--- src/rtl/forward_scoreboard_pkg.sv ---
`default_nettype none
// ============================================================================
// Module  : forward_scoreboard_pkg
// Purpose : Shared defaults and watchdog state encoding for the operand
//           forwarding scoreboard and its per-port forwarding mux.
// Ports   : none (package)
// Revision: 1.0 - initial release
// ============================================================================
package forward_scoreboard_pkg;

  localparam int c_DWIDTH    = 32;  // data width
  localparam int c_AWIDTH    = 5;   // register address width
  localparam int c_NREAD     = 2;   // operand read ports
  localparam int c_CWIDTH    = 2;   // per-register in-flight counter width
  localparam int c_MAX_STALL = 15;  // consecutive stalled cycles before timeout

  // Stall watchdog states
  typedef enum logic [1:0] {
    WD_IDLE    = 2'd0,
    WD_STALL   = 2'd1,
    WD_TIMEOUT = 2'd2
  } wd_state_e;

endpackage
`default_nettype wire

--- src/rtl/forward_port.sv ---
`default_nettype none
// ============================================================================
// Module  : forward_port
// Purpose : One operand read port: compares the source address against the
//           memory-stage and writeback producers, selects the freshest value
//           and decides whether the operand is not yet available.
// Ports   : i_addr/i_rs_data/i_used  - source address, regfile data, operand used
//           i_pending                - in-flight writer count for i_addr
//           i_alu_*                  - memory-stage producer
//           i_wb_*                   - writeback producer
//           o_data/o_stall           - resolved operand, port stall
// Revision: 1.0 - initial release
// ============================================================================
module forward_port
  import forward_scoreboard_pkg::*;
#(
  parameter int DWIDTH = c_DWIDTH,
  parameter int AWIDTH = c_AWIDTH,
  parameter int CWIDTH = c_CWIDTH
) (
  input  logic [AWIDTH-1:0] i_addr,
  input  logic [DWIDTH-1:0] i_rs_data,
  input  logic              i_used,
  input  logic [CWIDTH-1:0] i_pending,
  input  logic              i_alu_valid,
  input  logic              i_alu_we,
  input  logic [AWIDTH-1:0] i_alu_rd,
  input  logic [DWIDTH-1:0] i_alu_data,
  input  logic              i_wb_ce,
  input  logic              i_wb_we,
  input  logic [AWIDTH-1:0] i_wb_rd,
  input  logic [DWIDTH-1:0] i_wb_data,
  output logic [DWIDTH-1:0] o_data,
  output logic              o_stall
);

  logic w_alu_hit;
  logic w_wb_hit;
  logic w_older_pending;

  assign w_alu_hit = i_alu_we && (i_alu_rd == i_addr);
  assign w_wb_hit  = i_wb_ce && i_wb_we && (i_wb_rd == i_addr);
  // A writer still in flight beyond the one retiring now has not reached the
  // ALU output yet. Saturating compare: a stray writeback at count 0 never
  // manufactures a stall.
  assign w_older_pending = (i_pending > CWIDTH'(w_wb_hit));

  always_comb begin
    o_data  = i_rs_data;
    o_stall = 1'b0;
    if (i_addr == '0) begin
      o_data = '0;
    end else if (w_alu_hit) begin
      // The youngest producer wins even when its result is not ready yet.
      o_data  = i_alu_data;
      o_stall = i_used && !i_alu_valid;
    end else begin
      if (w_wb_hit) begin
        o_data = i_wb_data;
      end
      o_stall = i_used && w_older_pending;
    end
  end

endmodule
`default_nettype wire

--- src/rtl/forward_scoreboard.sv ---
`default_nettype none
// ============================================================================
// Module  : forward_scoreboard
// Purpose : Tracks in-flight register writers, resolves NREAD operands through
//           forward_port instances, raises a combinational stall and runs a
//           stall watchdog with sticky timeout and counter-error flags.
// Ports   : h_clk/h_rst                      - clock, sync active-high reset
//           h_i_rs_addr/_data/_used          - operand read ports
//           h_i_issue/_we/_rd                - instruction leaving decode
//           h_i_alu_valid/_we/_rd/_data      - memory-stage result
//           h_i_wb_ce/_we/_rd/_data          - writeback result
//           h_i_flush                        - pipeline flush
//           h_o_rs_data/h_o_stall            - resolved operands, stall
//           h_o_timeout/h_o_sb_err           - sticky status flags
// Revision: 1.0 - initial release
// ============================================================================
module forward_scoreboard
  import forward_scoreboard_pkg::*;
#(
  parameter int DWIDTH    = c_DWIDTH,
  parameter int AWIDTH    = c_AWIDTH,
  parameter int NREAD     = c_NREAD,
  parameter int CWIDTH    = c_CWIDTH,
  parameter int MAX_STALL = c_MAX_STALL
) (
  input  logic                    h_clk,
  input  logic                    h_rst,
  input  logic [NREAD*AWIDTH-1:0] h_i_rs_addr,
  input  logic [NREAD*DWIDTH-1:0] h_i_rs_data,
  input  logic [NREAD-1:0]        h_i_rs_used,
  input  logic                    h_i_issue,
  input  logic                    h_i_issue_we,
  input  logic [AWIDTH-1:0]       h_i_issue_rd,
  input  logic                    h_i_alu_valid,
  input  logic                    h_i_alu_we,
  input  logic [AWIDTH-1:0]       h_i_alu_rd,
  input  logic [DWIDTH-1:0]       h_i_alu_data,
  input  logic                    h_i_wb_ce,
  input  logic                    h_i_wb_we,
  input  logic [AWIDTH-1:0]       h_i_wb_rd,
  input  logic [DWIDTH-1:0]       h_i_wb_data,
  input  logic                    h_i_flush,
  output logic [NREAD*DWIDTH-1:0] h_o_rs_data,
  output logic                    h_o_stall,
  output logic                    h_o_timeout,
  output logic                    h_o_sb_err
);

  localparam int                c_NREGS  = 2 ** AWIDTH;
  localparam int                c_SWIDTH = $clog2(MAX_STALL + 1);
  localparam logic [c_SWIDTH-1:0] c_LAST = c_SWIDTH'(MAX_STALL - 1);

  logic [CWIDTH-1:0]   pending_q [c_NREGS];
  logic [CWIDTH-1:0]   pending_d [c_NREGS];
  logic                sb_err_q, sb_err_d;
  logic                timeout_q, timeout_d;
  wd_state_e           state_q, state_d;
  logic [c_SWIDTH-1:0] cnt_q, cnt_d;

  logic [NREAD-1:0]    w_port_stall;
  logic                w_inc;
  logic                w_dec;

  // --------------------------------------------------------------------------
  // Operand ports
  // --------------------------------------------------------------------------
  for (genvar p = 0; p < NREAD; p++) begin : g_port
    forward_port #(
      .DWIDTH (DWIDTH),
      .AWIDTH (AWIDTH),
      .CWIDTH (CWIDTH)
    ) u_port (
      .i_addr      (h_i_rs_addr[p*AWIDTH +: AWIDTH]),
      .i_rs_data   (h_i_rs_data[p*DWIDTH +: DWIDTH]),
      .i_used      (h_i_rs_used[p]),
      .i_pending   (pending_q[h_i_rs_addr[p*AWIDTH +: AWIDTH]]),
      .i_alu_valid (h_i_alu_valid),
      .i_alu_we    (h_i_alu_we),
      .i_alu_rd    (h_i_alu_rd),
      .i_alu_data  (h_i_alu_data),
      .i_wb_ce     (h_i_wb_ce),
      .i_wb_we     (h_i_wb_we),
      .i_wb_rd     (h_i_wb_rd),
      .i_wb_data   (h_i_wb_data),
      .o_data      (h_o_rs_data[p*DWIDTH +: DWIDTH]),
      .o_stall     (w_port_stall[p])
    );
  end

  assign h_o_stall = |w_port_stall;

  // --------------------------------------------------------------------------
  // Pending-writer counters. An issue only counts once it actually leaves
  // decode, i.e. when nothing stalls it.
  // --------------------------------------------------------------------------
  assign w_inc = h_i_issue && h_i_issue_we && (h_i_issue_rd != '0) && !h_o_stall && !h_i_flush;
  assign w_dec = h_i_wb_ce && h_i_wb_we && (h_i_wb_rd != '0) && !h_i_flush;

  always_comb begin
    pending_d = pending_q;
    sb_err_d  = sb_err_q;
    if (h_i_flush) begin
      for (int i = 0; i < c_NREGS; i++) begin
        pending_d[i] = '0;
      end
    end else if (!(w_inc && w_dec && (h_i_issue_rd == h_i_wb_rd))) begin
      if (w_inc) begin
        if (pending_q[h_i_issue_rd] == {CWIDTH{1'b1}}) begin
          sb_err_d = 1'b1;
        end else begin
          pending_d[h_i_issue_rd] = pending_q[h_i_issue_rd] + CWIDTH'(1);
        end
      end
      if (w_dec) begin
        if (pending_q[h_i_wb_rd] == '0) begin
          sb_err_d = 1'b1;
        end else begin
          pending_d[h_i_wb_rd] = pending_q[h_i_wb_rd] - CWIDTH'(1);
        end
      end
    end
  end

  // --------------------------------------------------------------------------
  // Stall watchdog: counts consecutive stalled cycles; TIMEOUT is sticky
  // until flush or reset.
  // --------------------------------------------------------------------------
  always_comb begin
    state_d   = state_q;
    cnt_d     = cnt_q;
    timeout_d = timeout_q;
    if (h_i_flush) begin
      state_d   = WD_IDLE;
      cnt_d     = '0;
      timeout_d = 1'b0;
    end else begin
      case (state_q)
        WD_IDLE, WD_STALL: begin
          if (h_o_stall) begin
            cnt_d = cnt_q + c_SWIDTH'(1);
            if (cnt_q >= c_LAST) begin
              state_d   = WD_TIMEOUT;
              timeout_d = 1'b1;
            end else begin
              state_d = WD_STALL;
            end
          end else begin
            state_d = WD_IDLE;
            cnt_d   = '0;
          end
        end
        WD_TIMEOUT: begin
          state_d = WD_TIMEOUT;
        end
        default: begin
          state_d = WD_IDLE;
          cnt_d   = '0;
        end
      endcase
    end
  end

  always_ff @(posedge h_clk) begin
    if (h_rst) begin
      for (int i = 0; i < c_NREGS; i++) begin
        pending_q[i] <= '0;
      end
      sb_err_q  <= 1'b0;
      timeout_q <= 1'b0;
      state_q   <= WD_IDLE;
      cnt_q     <= '0;
    end else begin
      pending_q <= pending_d;
      sb_err_q  <= sb_err_d;
      timeout_q <= timeout_d;
      state_q   <= state_d;
      cnt_q     <= cnt_d;
    end
  end

  assign h_o_timeout = timeout_q;
  assign h_o_sb_err  = sb_err_q;

endmodule
`default_nettype wire

--- config.mk ---
export PLATFORM = sky130hd
export DESIGN_NAME = forward_scoreboard
export DESIGN_NICKNAME = d
export VERILOG_FILES = /design/src/rtl/forward_scoreboard_pkg.sv /design/src/rtl/forward_port.sv /design/src/rtl/forward_scoreboard.sv
export SDC_FILE = /design/constraint.sdc
export NUM_CORES = 1
export LEC_CHECK = 0
export CAP_MARGIN = 20
export CELL_PAD_IN_SITES_DETAIL_PLACEMENT = 1
export CELL_PAD_IN_SITES_GLOBAL_PLACEMENT = 2
export CORE_MARGIN = 3
export CORE_UTILIZATION = 29
export DETAILED_ROUTE_END_ITERATION = 10
export GPL_ROUTABILITY_DRIVEN = 0
export GPL_TIMING_DRIVEN = 0
export PLACE_DENSITY_LB_ADDON = 0.1
export SYNTH_ARGS = -nofsm -noshare
export SYNTH_HDL_FRONTEND = slang
export SYNTH_SLANG_ARGS = --single-unit
--- constraint.sdc ---
create_clock -name h_clk -period 5.52 [get_ports h_clk]
set_input_delay 1.104 -clock h_clk [delete_from_list [all_inputs] [get_ports h_clk]]
set_output_delay 1.104 -clock h_clk [all_outputs]
set_load 0.02 [all_outputs]
### Yosys cells after proc, flatten, opt, wreduce, memory -nomap -nowiden

Index checks and enable logic that the tools add are counted.

* logic and storage cells: 138
* input bits: 164
* flip-flop bits (word level): 72
* output and inout bits: 67

* magnitude comparators: 9
* reduce and logical (&&, ||, !) cells: 33
* equal/unequal tests: 8
* muxes and demuxes: 43
* bitwise gates (word level): 6
* add/sub/neg operators: 3

Operators by type and width (number)
* $mux W64: 6
* $mux W32: 6
* $bwmux W64: 2
* $bmux W2 S5: 4
* $eq A5 B5 Y1: 5
* $ge A6 B6 Y1 const B: 4
* $mux W2: 12
* $not A5 Y6: 4
* $demux W2 S5: 2
* $logic_and A1 B1 Y1: 19
* $lt A6 B1 Y1 const B: 2
* $logic_not A5 Y1: 2
* $reduce_bool A5 Y1: 2
* $mux W1: 8
* $pmux W4 S2: 1
* $reduce_or A2 Y1: 3
* $add A4 B1 Y4 const B: 1
* $eq A2 B2 Y1 const B: 2
* $ge A4 B4 Y1 const B: 1
* $gt A2 B1 Y1: 2
* $logic_not A2 Y1: 2
* $mux W4: 1
* $pmux W2 S2: 1
* $logic_not A1 Y1: 3
* other kinds (6): 7

### Longest topological paths before layout

Gate-level depths: netlist of run 1.

* depth after elaboration: 19
* depth in mapped cells: 17
* gate-level depth less buffers: 12

### Modules after synthesis

Synthesis of run 1 repeated with hierarchy kept, for this count alone.

* cells, all modules: 1033
* area total of the unflattened synthesis: 8060.2 µm²

Modules (own cells, without submodules)
* forward_scoreboard: cells an instance 695, area each 6316.1 µm², times used 1, sequential area each 1441.4 µm²
* forward_port: cells an instance 169, area each 872.1 µm², times used 2, sequential area each 0.0 µm²

### Worst setup path after synthesis of run 1

Ideal clock, no wire load.

* kind: input to output
* start: in h_i_rs_addr[5]
* end: out h_o_stall
* slack: 537 ps
* stages: 12
* path buffers: 4
* required time: 4416 ps
* arrival: 3879 ps
* cells stage by stage: buf_4 > buf_6 > buf_2 > mux4_2 > mux4_2 > mux2i_1 > ha_1 > nor2_1 > a2111oi_2 > o22a_2 > inv_2 > clkbuf_1

* longest elaborated chain between the ends: 9

RTL lines
* start: declaration: RTL line forward_scoreboard.sv:28 `input logic [NREAD*AWIDTH-1:0] h_i_rs_addr,`
* $not A5 Y6 (implied by the code): RTL line forward_scoreboard.sv:76 `.i_pending (pending_q[h_i_rs_addr[p*AWIDTH +: AWIDTH]]),`
* $bmux W2 S5: RTL line forward_scoreboard.sv:76
* $mux W2 (implied by the code) (2 in a row): RTL line forward_scoreboard.sv:76
* $gt A2 B1 Y1: RTL line forward_port.sv:46 `assign w_older_pending = (i_pending > CWIDTH'(w_wb_hit));`
* $logic_and A1 B1 Y1: RTL line forward_port.sv:61 `o_stall = i_used && w_older_pending;`
* $mux W1: RTL line forward_port.sv:53 `end else if (w_alu_hit) begin`
* $mux W1 *: RTL line forward_port.sv:51 `if (i_addr == '0) begin`
* $reduce_or A2 Y1 *: RTL line forward_scoreboard.sv:90 `assign h_o_stall = |w_port_stall;`
* end: declaration: RTL line forward_scoreboard.sv:44 `output logic h_o_stall,`

Every way passes the cells marked *; elsewhere a longest branch is shown, timed or not. The select of a mux whose other input is x is not followed.

### Final worst setup path of run 1

* start: in h_i_rs_addr[3]
* end: out h_o_stall

Same word-level chain as after synthesis.

==> results of run 1 <==
-- worst max-delay path, cell delays in order --
cell and delay (ps):
clkdlybuf4s50_1 610, buf_6 230, xor2_1 90, nor4_1 300, nand4_1 190, buf_2 290
inv_1 100, ha_1 220, nor2_1 210, a311oi_1 80, o22a_2 270, inv_2 130
clkbuf_8 190, clkdlybuf4s15_2 270
-- where the power goes --
part	leakage, nW	switching, W	internal [W]	total [W]
registers	0.580	0.00000208	0.000521	0.000523
logic	3.62	0.000348	0.000280	0.000628
clock network	0.140	0.000277	0.000353	0.000631
total	4.34	0.000627	0.00115	0.00178
-- registers in the layout (all words and copies together) (netlist names) --
name	cells
state_q	2
h_o_sb_err	1
pending_q	64
cnt_q	4
h_o_timeout	1
-- routing by layer --
| metal | global-route usage | wire length (um) | vias to the layer above |
|---|---|---|---|
| met5 | 0 | 0 | - |
| met4 | 0.113 | 1920 | 0 |
| met3 | 0.0615 | 3820 | 103 |
| met2 | 0.492 | 22500 | 502 |
| met1 | 0.398 | 20300 | 4977 |
| li1 | - | - | 4423 |
-- how the worst min path moves through the flow --
stage                                     startpoint                          to  slack (ps)
after detailed placement     h_o_sb_err$_SDFFE_PP0P_     h_o_sb_err$_SDFFE_PP0P_         470
final                        h_o_sb_err$_SDFFE_PP0P_     h_o_sb_err$_SDFFE_PP0P_         480
after CTS                    h_o_sb_err$_SDFFE_PP0P_     h_o_sb_err$_SDFFE_PP0P_         480
after global routing         h_o_sb_err$_SDFFE_PP0P_     h_o_sb_err$_SDFFE_PP0P_         490
after global placement      h_o_timeout$_SDFFE_PP0P_    h_o_timeout$_SDFFE_PP0P_         450
after floorplan           pending_q[25]$_SDFFE_PP0N_  pending_q[25]$_SDFFE_PP0N_         460
-- cell families (layout without fill, tap and decap cells) --
family,after synthesis,after routing,synth area share
flip-flops,72,72,0.171
other,0,2,0
adder cells (fa/ha/maj),6,6,0.00893
multiplexers,154,154,0.274
XOR/XNOR,25,25,0.0260
AND/OR/NAND/NOR,366,366,0.213
buffers and inverters,114,351,0.0633
AO/OA/AOI/OAI,290,290,0.243
-- per-stage QoR --
step | util | worst slack, ps | TNS (ps)
after floorplan | - | 537 | 0
after global placement | 0.392 | -1220 | -51660
after detailed placement | 0.394 | -1270 | -54520
after CTS | 0.408 | -38.5 | -38.5
after global routing | 0.409 | 3.02 | 0
final | 0.409 | 105 | 0
-- cell type report --
| cell class | count | area [um2] |
|---|---|---|
| antenna | 2 | 5.00 |
| timing repair buffer | 224 | 2230 |
| clock inverter | 6 | 67.6 |
| buffer | 99 | 529 |
| fill | 3373 | 16600 |
| sequential | 72 | 1440 |
| inverter | 12 | 45.0 |
| multi-input combinational | 841 | 6510 |
| clock buffer | 10 | 229 |
| tap | 378 | 473 |
-- cells in the final DEF (no fill, tap or decap), drive strengths merged, types with 4 or more instances in the layout --
| cell | count |
|---|---|
| a31o | 9 |
| inv | 14 |
| xnor2 | 15 |
| o21ai | 35 |
| mux2i | 87 |
| xor2 | 10 |
| nor4 | 8 |
| nand3b | 8 |
| mux2 | 7 |
| nor2b | 4 |
| dfxtp | 72 |
| ha | 6 |
| o211ai | 8 |
| a31oi | 19 |
| buf | 49 |
| nand3 | 16 |
| a21oi | 55 |
| mux4 | 60 |
| o21bai | 7 |
| or3b | 5 |
| nor3 | 34 |
| nor2 | 140 |
| clkdlybuf4s50 | 215 |
| a2111oi | 6 |
| and2 | 5 |
| clkbuf | 66 |
| nor3b | 18 |
| and3 | 14 |
| o22ai | 10 |
| a22oi | 9 |
| and3b | 4 |
| nand4 | 10 |
| o31ai | 12 |
| or2 | 8 |
| nand2 | 75 |
| a211oi | 83 |
| o2bb2a | 13 |
| nand4b | 8 |
-- what timing repair did --
item / in CTS / in global routing
hold buffers: 0 / 0
resized for setup: 29 / 16
buffers inserted: 2 / 1
pin swaps: 4 / 2
endpoints found under the setup margin: 92 / 35
==> summary.md, run 1 <==
| Metric | Value |
|---|---|
| Outcome | `complete, no violations` |
| TritonCTS clock tree | `done` |
| Final setup violation count | `0` |
| Mapped Cells | `1,027` |
| Initial core utilization | `0.299` |
| Avg Cell Area, Syn | `a little over 8 um2` |
| Pins over their slew limit | `0` |
| Ranking of synthesized cells by instance count | `nor2_1, mux2i_1, a211oi_1, nand2_1, dfxtp_1` |
| Cells on worst reg2reg path | `13` |
| CTS H-tree lvls | `3` |
| Chip height | `around 180 um` |
| Power Dens Cells | `approximately 150 nW/um2` |
| Initial DRC Count | `882` |
| Synth Flop Type | `dfxtp_1` |
| Layout cells sized above 1 | `0.150` |
| Placed Cells incl. Taps | `approximately 1.6k` |
| Fraction of synthesized cell area taken by the top area cell type | `0.171` |
| Initial antenna violation count | `2` |
| Vias in the first global route | `10.1k` |
| CORE AREA | `28,200 um2` |
| Clock sinks | `approximately 70` |
| Root buf cell | `clkbuf_16` |
| Hold slack | `between 400 and 500 ps` |
| First-pass GRT wire length | `69,600 um` |
| Average vias per placed instance | `a little over 6` |
| Post-synthesis instance area | `8410 um2` |
| Tot GR Track Use | `0.303` |
| CP arrival | `~4300 ps` |
| Max Freq | `about 180 MHz` |
| Most numerous cell in the Yosys netlist | `nor2_1` |
| CTS buffer count | `9` |
| Min-Delay Path Depth | `2` |
| Final Cycle Share | `0.981` |
| Worst-Margin Slew | `~1100 ps` |
| Area post-placement | `around 11,000 um2` |
| Skew final | `around 11 ps` |
| Site Rows | `slightly above 60` |
| Layout Cells excl Fill | `roughly 1.6k` |
| Sequential-to-total area share from yosys stat | `0.171` |
| CP Max Fanout | `10` |
| CP endpoint | `h_o_stall` |
| Startpoint types | `primary input` |
| Detailed-router iteration count before antenna repair | `7` |
| Hold Crit Class | `reg2reg` |
| Net Count, Synth | `between 1k and 1.5k` |
| Worst flop-to-flop path startpoint | `pending_q[28]$_SDFFE_PP0N_` |
| Ranking of synthesized cells by area | `dfxtp_1, mux4_2, mux2i_1` |
| Nets@finish | `between 1k and 1.5k` |
| WP data required | `about 4400 ps` |
| DR DRC count | `0` |
| R2r endpoint | `pending_q[25]$_SDFFE_PP0N_` |
| HPWL after DPL | `slightly below 40,000 um` |
| Pleak | `roughly 4.3 nW` |
| RSZ-0062 raised after global routing | `no` |
| Post-synth EDFFs | `0` |
| Max transition margin | `0.250` |
| Setup CP Type | `in2out` |
| I/O Buffers | `217` |
| Post-detailed-routing wire length | `48,600 um` |
| Crit. Startpoint | `h_i_rs_addr[3]` |
| ANT nets after route | `0` |
| Layout area overhead | `37.1%` |
| Clock buffer depth | `2` |
| Number of max-cap violations | `0` |
| Routed wire length per instance | `29.6 um` |
| Fin. Hold Viols | `0` |
| Post-synth cell types | `72` |
| Largest net degree at the start of global routing | `20` |
| Die area | `around 31,000 um2` |
| Total power | `0.00178 W` |
| Warnings from Yosys | `0` |
| Synth area leader | `dfxtp_1` |
| Clock Latency Late Sink | `about 360 ps` |
| Reg2Reg Setup Slack | `1000 ps` |
| Min Tclk post-route | `roughly 5400 ps` |
| #FFs+latches synth | `72` |
| Ports | `between 200 and 250` |
| Vias | `roughly 10k` |
| Post-Layout Inst Area | `roughly 12,000 um2` |
| Crit end category | `output pin` |
| Worst-path clk slew | `around 60 ps` |
| Overall die width | `176 um` |
| Worst VDD drop | `0.131 mV` |
| GRT overflow | `0` |
| FFs w/ async S/R, synth | `0` |
No activity file was read; power rests on OpenSTA's default activity.
==> inputs of run 2 (changes only) <==
- SKIP_LAST_GASP: default -> 1
- TNS_END_PERCENT: default -> 20
==> summary.md, run 2 (synthesized netlist as in run 1, its figures left out) <==
| Metric | Value |
|---|---|
| Outcome | `complete, no violations` |
| WP data required | `4420 ps` |
| Overall die width | `between 150 and 200 um` |
| RSZ-0062 raised after global routing | `yes` |
| Post-detailed-routing wire length | `a little under 50,000 um` |
| Layout Cells excl Fill | `between 1.5k and 2k` |
| CTS H-tree lvls | `3` |
| Final setup violation count | `0` |
| Initial DRC Count | `~810` |
| Setup CP Type | `in2out` |
| Final core utilization | `0.408` |
| Register area | `between 1000 and 1500 um2` |
| Commonest non-fill, non-tap cell in the layout | `clkdlybuf4s50_1` |
| Root buf cell | `clkbuf_16` |
| Pins over their slew limit | `0` |
| Tot GR Track Use | `0.303` |
| Vias | `~10k` |
| Skew final | `~10 ps` |
| Sequential power share | `0.293` |
| ANT nets after route | `0` |
| CP arrival | `4390 ps` |
| Total power | `between 0.0015 and 0.002 W` |
| Placed Cells incl. Taps | `roughly 1.6k` |
| Cells on worst reg2reg path | `13` |
| Max reg flops | `64` |
| Internal | `around 0.0012 W` |
| Number of max-cap violations | `0` |
| Clock buffer depth | `2` |
| CTS buffer count | `9` |
| Worst VDD drop | `roughly 0.13 mV` |
| Routed wire length per instance | `slightly below 30 um` |
| Crit end category | `output pin` |
| Fin. Hold Viols | `0` |
| Layout area overhead | `36.7%` |
| Max transition margin | `0.281` |
| Worst-Margin Slew | `1070 ps` |
| Die area | `31,100 um2` |
| Detailed-router iteration count before antenna repair | `5` |
| I/O Buffers | `approximately 220` |
| Initial antenna violation count | `2` |
| Largest reg by FF count | `pending_q` |
| DR DRC count | `0` |
| Startpoint types | `primary input` |
| Combinational Power Share | `0.351` |
| Site Rows | `61` |
| HPWL after DPL | `approximately 40,000 um` |
| Largest regs | `pending_q x64, cnt_q x4, state_q x2` |
| CP Max Fanout | `10` |
| Average vias per placed instance | `roughly 6` |
| Most frequent cells in the layout | `clkdlybuf4s50_1, nor2_1, mux2i_1` |
| Nets@finish | `~1.4k` |
| Min Tclk post-route | `between 5000 and 6000 ps` |
| TritonCTS clock tree | `done` |
| Filler Cell Count | `3,378` |
| Ports | `roughly 230` |
| Worst-path clk slew | `roughly 70 ps` |
| CORE AREA | `roughly 28,000 um2` |
| Vias in the first global route | `10.1k` |
| Pleak | `about 4.3 nW` |
| Initial core utilization | `0.299` |
| Clock sinks | `slightly above 70` |
| Clock power share | `0.356` |
| Clock Latency Late Sink | `360 ps` |
| Final Cycle Share | `0.995` |
| Multi-input gate area | `between 6000 and 7000 um2` |
| Net Sw Frac | `0.353` |
| Max Freq | `about 180 MHz` |
| GRT overflow | `0` |
| First-pass GRT wire length | `69,600 um` |
| # hold bufs at CTS | `0` |
| Largest net degree at the start of global routing | `20` |
| Reg2Reg Setup Slack | `1010 ps` |
| Layout cells sized above 1 | `0.146` |
| Power Dens Cells | `roughly 150 nW/um2` |
| Chip height | `176 um` |
| Psw | `about 0.00063 W` |
| Min-Delay Path Depth | `2` |
| Hold Crit Class | `reg2reg` |
-- run 2: worst max-delay path: stages --
cell and delay, ps:
clkdlybuf4s50_1 570, buf_6 220, xor2_1 90, nor4_1 300
nand4_1 230, buf_2 290, inv_1 100, ha_2 290
nor2_4 190, a2111oi_2 80, o22a_2 300, inv_2 130
clkbuf_8 190, clkdlybuf4s15_2 270
-- run 2: through the flow --
step	TNS [ps]	setup slack (ps)	instance area (um2)	hold WS (ps)
floorplan	0	537	8410	457
global placement	-51660	-1220	11100	451
detailed placement	-54520	-1270	11100	466
CTS	-246	-123	11500	481
global route	-973	-99.7	11500	490
finish	0	29.5	11500	484
-- run 2: repair_timing --
action	in CTS	in global routing
setup buffers	2	1
cloned	0	0
pin swaps	2	2
endpoints found under the setup margin	92	58
resized for setup	24	14
-- run 2: power by group through the flow --
stage	clock [W]	combinational, W	sequential, W
after floorplan	0	0.000297	0.000534
after global placement	0	0.000604	0.000535
after detailed placement	0	0.000608	0.000535
after CTS	0.000640	0.000616	0.000523
after global routing	0.000664	0.000659	0.000523
final	0.000634	0.000625	0.000523
-- run 2: worst paths after layout --
check | from | to
setup / recovery | h_i_rs_addr[7] | h_o_stall
hold reg to reg | h_o_sb_err$_SDFFE_PP0P_ | h_o_sb_err$_SDFFE_PP0P_
setup reg to reg | pending_q[28]$_SDFFE_PP0N_ | pending_q[25]$_SDFFE_PP0N_
hold / removal | h_o_sb_err$_SDFFE_PP0P_ | h_o_sb_err$_SDFFE_PP0P_
-- run 2: per-layer routing --
metal / part of all wire / vias to the layer above / track usage
met4: 0.039 / 0 / 0.113
met5: 0 / - / 0
met1: 0.42 / 4914 / 0.398
met2: 0.46 / 534 / 0.492
met3: 0.084 / 99 / 0.0619
li1: - / 4419 / -
-- run 2: cell type report --
type                       instances  share of cell area
antenna                            2            0.000435
buffer                            98              0.0443
clock buffer                      10              0.0199
clock inverter                     6             0.00588
inverter                          12             0.00392
multi-input combinational        841               0.565
sequential                        72               0.125
tap                              378              0.0411
timing repair buffer             224               0.194
